$ cat src/rtl/t02_mem_arb_pkg.sv
// Shared types for the t02 memory arbiter: sequencer states, grant owner and bus op.
package t02_mem_arb_pkg;

  typedef enum logic [1:0] {
    IDLE,
    ISSUE,
    WAIT,
    RESP
  } state_t;

  typedef enum logic {
    GRANT_I,
    GRANT_D
  } grant_t;

  typedef enum logic {
    OP_RD,
    OP_WR
  } op_t;

  function automatic grant_t other_port(input grant_t g);
    return (g == GRANT_I) ? GRANT_D : GRANT_I;
  endfunction

endpackage

$ cat src/rtl/t02_arb_watchdog.sv
// Bus-hang watchdog: down-counter reloaded while idle, decremented while a
// transaction is outstanding, expiring on the TIMEOUT_CYCLES-th running cycle.
module t02_arb_watchdog #(
  parameter int unsigned TIMEOUT_CYCLES = 1024
) (
  input  logic clk,
  input  logic nrst,
  input  logic clear,
  input  logic run,
  output logic expired
);

  localparam int CNT_W = $clog2(TIMEOUT_CYCLES) + 1;

  logic [CNT_W-1:0] cnt;

  // Reload on clear so the first running cycle sees TIMEOUT_CYCLES-1 remaining
  always_ff @(posedge clk or negedge nrst) begin
    if (!nrst) begin
      cnt <= '0;
    end else if (clear) begin
      cnt <= CNT_W'(TIMEOUT_CYCLES - 1);
    end else if (run && (cnt != '0)) begin
      cnt <= cnt - CNT_W'(1);
    end
  end

  assign expired = run && (cnt == '0);

endmodule

$ cat src/rtl/t02_mem_arbiter.sv
// Arbiter sharing the wishbone manager port between instruction fetch and data access.
//
// state | meaning
// IDLE  | waiting for en, a free manager and a pending request
// ISSUE | READ/WRITE strobe to manager until it reports busy
// WAIT  | strobe dropped, address/data held until manager goes idle
// RESP  | one cycle: granted port's busy drops, read data already captured
module t02_mem_arbiter
  import t02_mem_arb_pkg::*;
#(
  parameter int unsigned       ADDR_W         = 32,
  parameter int unsigned       DATA_W         = 32,
  parameter int unsigned       TIMEOUT_CYCLES = 1024,
  parameter logic [DATA_W-1:0] ERR_DATA       = 32'hDEAD_BEEF
) (
  input  logic              clk,
  input  logic              nrst,
  input  logic              en,
  input  logic              i_ren,
  input  logic [ADDR_W-1:0] i_addr,
  output logic [DATA_W-1:0] i_rdata,
  output logic              i_busy,
  input  logic              d_ren,
  input  logic              d_wen,
  input  logic [ADDR_W-1:0] d_addr,
  input  logic [DATA_W-1:0] d_wdata,
  output logic [DATA_W-1:0] d_rdata,
  output logic              d_busy,
  output logic              m_ren,
  output logic              m_wen,
  output logic [ADDR_W-1:0] m_addr,
  output logic [DATA_W-1:0] m_wdata,
  input  logic [DATA_W-1:0] m_rdata,
  input  logic              m_busy,
  output logic              bus_err
);

  state_t            state;
  grant_t            grant;
  grant_t            prio;
  grant_t            pick;
  op_t               op;
  logic [ADDR_W-1:0] addr_q;
  logic [DATA_W-1:0] wdata_q;
  logic [DATA_W-1:0] i_rdata_q;
  logic [DATA_W-1:0] d_rdata_q;
  logic              m_ren_q;
  logic              m_wen_q;
  logic              bus_err_q;
  logic              i_req;
  logic              d_req;
  logic              start;
  logic              finish;
  logic              wd_run;
  logic              wd_expired;
  logic [DATA_W-1:0] resp_data;

  assign i_req  = i_ren;
  assign d_req  = d_ren | d_wen;
  assign start  = en && !m_busy && (i_req || d_req);
  assign wd_run = (state == ISSUE) || (state == WAIT);
  assign finish = ((state == ISSUE) && wd_expired) ||
                  ((state == WAIT) && (wd_expired || !m_busy));
  assign resp_data = wd_expired ? ERR_DATA : m_rdata;

  t02_arb_watchdog #(
    .TIMEOUT_CYCLES(TIMEOUT_CYCLES)
  ) u_watchdog (
    .clk    (clk),
    .nrst   (nrst),
    .clear  (!wd_run),
    .run    (wd_run),
    .expired(wd_expired)
  );

  // Lone requester wins; with both pending the preferred port (data out of reset) wins
  always_comb begin
    pick = prio;
    if (i_req && !d_req) begin
      pick = GRANT_I;
    end else if (d_req && !i_req) begin
      pick = GRANT_D;
    end
  end

  // Sequencer: grant and latch, bus handshake, timeout abort and read-data capture
  always_ff @(posedge clk or negedge nrst) begin
    if (!nrst) begin
      state     <= IDLE;
      grant     <= GRANT_D;
      prio      <= GRANT_D;
      op        <= OP_RD;
      addr_q    <= '0;
      wdata_q   <= '0;
      i_rdata_q <= '0;
      d_rdata_q <= '0;
      m_ren_q   <= 1'b0;
      m_wen_q   <= 1'b0;
      bus_err_q <= 1'b0;
    end else begin
      case (state)
        IDLE: begin
          if (start) begin
            state <= ISSUE;
            grant <= pick;
            prio  <= other_port(pick);
            if (pick == GRANT_I) begin
              addr_q  <= i_addr;
              op      <= OP_RD;
              m_ren_q <= 1'b1;
            end else begin
              addr_q  <= d_addr;
              wdata_q <= d_wdata;
              op      <= d_wen ? OP_WR : OP_RD;
              m_ren_q <= !d_wen;
              m_wen_q <= d_wen;
            end
          end
        end
        ISSUE: begin
          if (wd_expired || m_busy) begin
            state   <= wd_expired ? RESP : WAIT;
            m_ren_q <= 1'b0;
            m_wen_q <= 1'b0;
          end
        end
        WAIT: begin
          if (wd_expired || !m_busy) begin
            state <= RESP;
          end
        end
        RESP: begin
          state <= IDLE;
        end
        default: begin
          state <= IDLE;
        end
      endcase
      if (finish) begin
        if (wd_expired) begin
          bus_err_q <= 1'b1;
        end
        // A requester that has already let go gets nothing back
        if (op == OP_RD) begin
          if ((grant == GRANT_I) && i_req) begin
            i_rdata_q <= resp_data;
          end
          if ((grant == GRANT_D) && d_ren) begin
            d_rdata_q <= resp_data;
          end
        end
      end
    end
  end

  assign i_busy  = i_req && !((state == RESP) && (grant == GRANT_I));
  assign d_busy  = d_req && !((state == RESP) && (grant == GRANT_D));
  assign i_rdata = i_rdata_q;
  assign d_rdata = d_rdata_q;
  assign m_ren   = m_ren_q;
  assign m_wen   = m_wen_q;
  assign m_addr  = addr_q;
  assign m_wdata = wdata_q;
  assign bus_err = bus_err_q;

endmodule

$ cat config.mk
export PLATFORM = sky130hd
export DESIGN_NAME = t02_mem_arbiter
export DESIGN_NICKNAME = d
export VERILOG_FILES = /design/src/rtl/t02_mem_arb_pkg.sv /design/src/rtl/t02_arb_watchdog.sv /design/src/rtl/t02_mem_arbiter.sv
export SDC_FILE = /design/constraint.sdc
export NUM_CORES = 1
export LEC_CHECK = 0
export BUFFER_PORTS_ARGS = -buffer_cell sky130_fd_sc_hd__buf_2
export CORE_MARGIN = 5
export CORE_UTILIZATION = 47
export DETAILED_ROUTE_END_ITERATION = 8
export GPL_TIMING_DRIVEN = 0
export PLACE_DENSITY = 0.79
export SLEW_MARGIN = 20
export SYNTH_ARGS = -nofsm -noshare
export SYNTH_HDL_FRONTEND = slang
export SYNTH_HIERARCHICAL = 1
export SYNTH_SLANG_ARGS = --single-unit
$ cat constraint.sdc
create_clock -name clk -period 2.95 [get_ports clk]
set_input_delay 0.59 -clock clk [delete_from_list [all_inputs] [get_ports clk]]
set_output_delay 0.59 -clock clk [all_outputs]
set_load 0.005 [all_outputs]
After elaboration in Yosys (flattened, before gate mapping)
Index checks and enable logic that the tools add are counted.
- add/subtract/negate cells: 1
- eq/ne operators: 8
- mux-type cells: 21
- bitwise operators: 3
- reductions and logical operators: 37
- operator list (operator ; number):
    $mux W32 ; 2
    $mux W11 ; 2
    $reduce_and A3 Y1 ; 5
    $logic_and A1 B1 Y1 ; 14
    $logic_not A11 Y1 ; 1
    $mux W1 ; 11
    $reduce_bool A11 Y1 ; 1
    $sub A11 B1 Y11 const B ; 1
    $pmux W2 S4 ; 1
    $logic_not A1 Y1 ; 6
    $mux W2 ; 3
    $ne A2 B2 Y1 const B ; 3
    $logic_or A1 B1 Y1 ; 5
    $eq A2 B2 Y1 const B ; 2
    $ne A2 B1 Y1 const B ; 2
    $pmux W1 S2 ; 2
    $reduce_and A2 Y1 ; 2
    $reduce_and A4 Y1 ; 1
    $eq A2 B1 Y1 const B ; 1
    $logic_not A2 Y1 ; 1
    $not A1 Y1 ; 2
    $reduce_bool A2 Y1 ; 1
    $or A1 B1 Y1 ; 1
- flip-flop bits (word level): 147
- output and inout port bits: 133

Depth between registers and ports, before layout
- depth in word-level cells: 7
- mapped depth: 10
- gate-level depth less buffers: 8

Cells and area by module
The synthesis kept the hierarchy.
- by module, submodules not included (module ; instances ; cells each ; area each (µm²)):
    t02_mem_arbiter ; 1 ; 504 ; 5477.8
    t02_arb_watchdog ; 1 ; 63 ; 629.4

Worst setup path before layout
No wires, ideal clock.
- path type: register to register
- from: reg u_watchdog.cnt[4]
- to: reg d_rdata_q[11] (netlist: d_rdata[11])
- data arrival time: 1956 ps
- required time: 2820 ps
- slack: 864 ps
- stages on the path, launching flop included: 10
- buffers on the path: 2
- cell sequence: dfrtp_1 > nor4_1 > nand2_1 > nor2_1 > buf_2 > o21a_1 > o2111ai_4 > buf_2 > nand2_1 > o21ai_0
- word-level cells in the longest chain between the ends: 6
- elaborated cells between the ends (all ways): 8
- classes of those cells: mux: 1; reduce/logical: 7
- ends and longest elaborated chain (what ; RTL line ; source):
    start: declaration ; t02_arb_watchdog.sv:15 ; logic [CNT_W-1:0] cnt;
    start signal: assignment ; t02_arb_watchdog.sv:22 ; cnt <= CNT_W'(TIMEOUT_CYCLES - 1);
    start signal: assignment ; t02_arb_watchdog.sv:24 ; cnt <= cnt - CNT_W'(1);
    $logic_not A11 Y1 (*) ; t02_arb_watchdog.sv:28 ; assign expired = run && (cnt == '0);
    $logic_and A1 B1 Y1 (*) ; t02_arb_watchdog.sv:28 ;
    via wd_expired ; t02_mem_arbiter.sv:55 ; logic wd_expired;
    $logic_or A1 B1 Y1 ; t02_mem_arbiter.sv:63 ; ((state == WAIT) && (wd_expired || !m_busy));
    $logic_and A1 B1 Y1 ; t02_mem_arbiter.sv:63 ;
    $logic_or A1 B1 Y1 ; t02_mem_arbiter.sv:62 ; assign finish = ((state == ISSUE) && wd_expired) ||
    $reduce_and A3 Y1 (no line) ; - ;
    end signal: assignment ; t02_mem_arbiter.sv:149 ; d_rdata_q <= resp_data;
    end: declaration ; t02_mem_arbiter.sv:46 ; logic [DATA_W-1:0] d_rdata_q;
The timed path passes the listed nets; every way through them passes the cells marked *.
A chain may end at the register's enable or synchronous reset.

Final worst setup path
Ends and elaborated chain as after synthesis.

==> impl_metrics.yaml <==
logic_synthesis:
  synth_edf_count: 0
  ys_async_sr_fraction: 1.00
  ys.flop_type: "dfrtp_1"
  syn_inst: 567
  ys_ff_latch: 147
  yosysMostFrequentCell: "dfrtp_1"
  yosys.cell_types.count: 53
  syn-num-nets: 707
  yosysTopAreaCellShare: 0.594
  syn_area_um2: 6110
  synth_commonest_cells: "dfrtp_1 (145), nor2_1 (95), nand2_1 (72), o21ai_0 (66), o22ai_1 (32)"
  synth.avg_cell_area_um2: 10.8
  synth_area_leaders: "dfrtp_1 (59%), nor2_1 (5.8%), o21ai_0 (5.4%)"
  yosysTopAreaCell: "dfrtp_1"
  synth_seq_area_share: 0.603
  yosysWarnings: 6
placement:
  numPortBuffers: 267
  hpwl_mm: 13.4
  place_area_um2: 7700
  place_congestion: 0.812
finish:
  syn2layout_area_growth_pct: 35.5
  nets: 994
  diodes: 0
  fin_util: 0.653
  design_area_um2: 8270
  drive_gt1_frac: 0.424
timing:
  slew_viol_final: 0
  min_period_ps: 2600
  tightest_slew_ps: 576
  fin_crit_sh: 0.880
  finalHoldViolCount: 0
  setup-violations-final: 0
  fmax_mhz: 385
  relSlewSlack: 0.616
  rsz0062_at_grt: "false"
  fin_skew_ps: 9.78
power:
  peakVddDrop_uv: 386
  power_mw: 8.10
  power.leakage_nw: 4.21
  power_density_nw_per_um2: 979
global_route:
  track_usage: 0.225
  grt_antenna_before_repair: 0
  grt_first_pass_wirelength_mm: 26.4
  grt_overflow_total: 0
  first_global_vias: 5422
  grt_start_max_net_pins: 75
routing:
  vias: 5363
  drc_errors: 0
  drt_iter0_drc: 319
  dr.pass1.iters: 4
  wire_per_inst_um: 16.8
  antenna_left: 0
  routed_wl_mm: 17.4
  vias_per_cell: 5.18
clock_network:
  htreeDepth: 4
  ctsResizeCount: 0
  cts_setup_buffers: 0
  cts_tree: "yes"
  clock_latency_ps: 420
  hold_buffers: 0
  clock_sinks: 147
  cts_max_path_buffers: 2
  numCtsBuffers: 17
  clk_pin_slew_worst_paths_ps: 60
  ctsRootBufferMaster: "clkbuf_16"
critical_path:
  arrival_ps: 2920
  worst-r2r-cell-count: 8
  r2r_end: "d_rdata[11]"
  r2r-start: "u_watchdog/cnt[4]"
  r2r_slack_ps: 350
  required_ps: 3270
  crit_type: "reg2reg"
  crit_path_end_kind: "register"
  cp_max_fo: 10
  cp-start-kind: "register"
die:
  num_io_pins: 268
  start_util: 0.482
  die_h_um: 124
  rows: 41
  core_area_um2: 12700
  die_area_um2: 15400
  die_w_um: 124
run:
  maxCapViolations: 0
hold_path:
  hp-class: "in2async"
status:
  status: "complete, no violations"
==> stage by stage <==
step | hold WS (ps) | instances | setup slack (ps) | setup TNS (ps)
2_1_floorplan | 294 | 567 | 864 | 0
3_3_place_gp | 449 | 1006 | -797 | -113710
3_5_place_dp | 449 | 1007 | 404 | 0
4_1_cts | 154 | 1036 | 297 | 0
5_1_grt | 179 | 1036 | 82.6 | 0
6_report | 124 | 1036 | 353 | 0
==> kinds of logic after synthesis <==
logic type,Yosys count,synth area share
fa+ha+maj,5,0.0102
xor+xnor,1,0.00143
simple gates,209,0.152
flops,147,0.603
buf+inv,41,0.0352
compound gates,129,0.131
mux,35,0.0678
==> sequential cells by signal, indices dropped and copies added, names as in the netlist, 2 cells and up <==
signal / count
u_watchdog/cnt: 11
i_rdata: 32
state: 2
d_rdata: 32
m_addr: 32
m_wdata: 32
==> critical path: stages, from the launching register on <==
cell	delay [ps]
dfrtp_1	440
nor4_1	460
nand2_1	220
nor2_1	120
buf_2	210
o21a_1	280
o2111ai_4	230
clkbuf_1	300
o21ai_0	250
==> layout make-up <==
cell class	instances	area (µm²)
well taps	172	215
repair buffers	268	1370
inverters	12	45.0
fillers	1061	4400
clock buffers	24	502
plain buffers	29	170
flip-flops and latches	147	3680
multi-input cells	379	2210
clock inverters	5	75.1
==> worst max-delay path by stage <==
stage,endpoint,from,cells past startpoint
2_1_floorplan,d_rdata[11],u_watchdog/cnt[4],9
3_3_place_gp,m_addr[5],nrst,1
3_5_place_dp,d_rdata[15],u_watchdog/cnt[4],8
4_1_cts,d_rdata[11],u_watchdog/cnt[4],8
5_1_grt,d_rdata[11],u_watchdog/cnt[4],8
6_report,d_rdata[11],u_watchdog/cnt[4],8
==> power by group <==
part           switching (mW)  total [mW]  internal [mW]
Sequential              0.477        3.39           2.91
Combinational            1.32        2.61           1.29
Clock                   0.766        2.10           1.34
Total                    2.56        8.10           5.54
==> cell usage in the layout, fill, tap and decap left out, types with 6 or more instances in the layout <==
| master | synthesis | layout |
|---|---|---|
| o21ai_1 | 6 | 6 |
| clkbuf_1 | 5 | 7 |
| clkbuf_16 | 0 | 17 |
| inv_1 | 12 | 12 |
| buf_2 | 16 | 282 |
| mux2_2 | 27 | 27 |
| nand2_1 | 72 | 72 |
| mux2_4 | 6 | 6 |
| o22ai_1 | 32 | 32 |
| dfrtp_1 | 145 | 145 |
| nor2_1 | 95 | 95 |
| nand2b_1 | 10 | 10 |
| o21ai_0 | 66 | 66 |
==> metal layers <==
layer / share of wire / track usage
met5: 0 / 0
met4: 0.021 / 0.0938
met3: 0.097 / 0.0686
met2: 0.51 / 0.388
met1: 0.37 / 0.260
No activity file was read; power rests on OpenSTA's default activity.
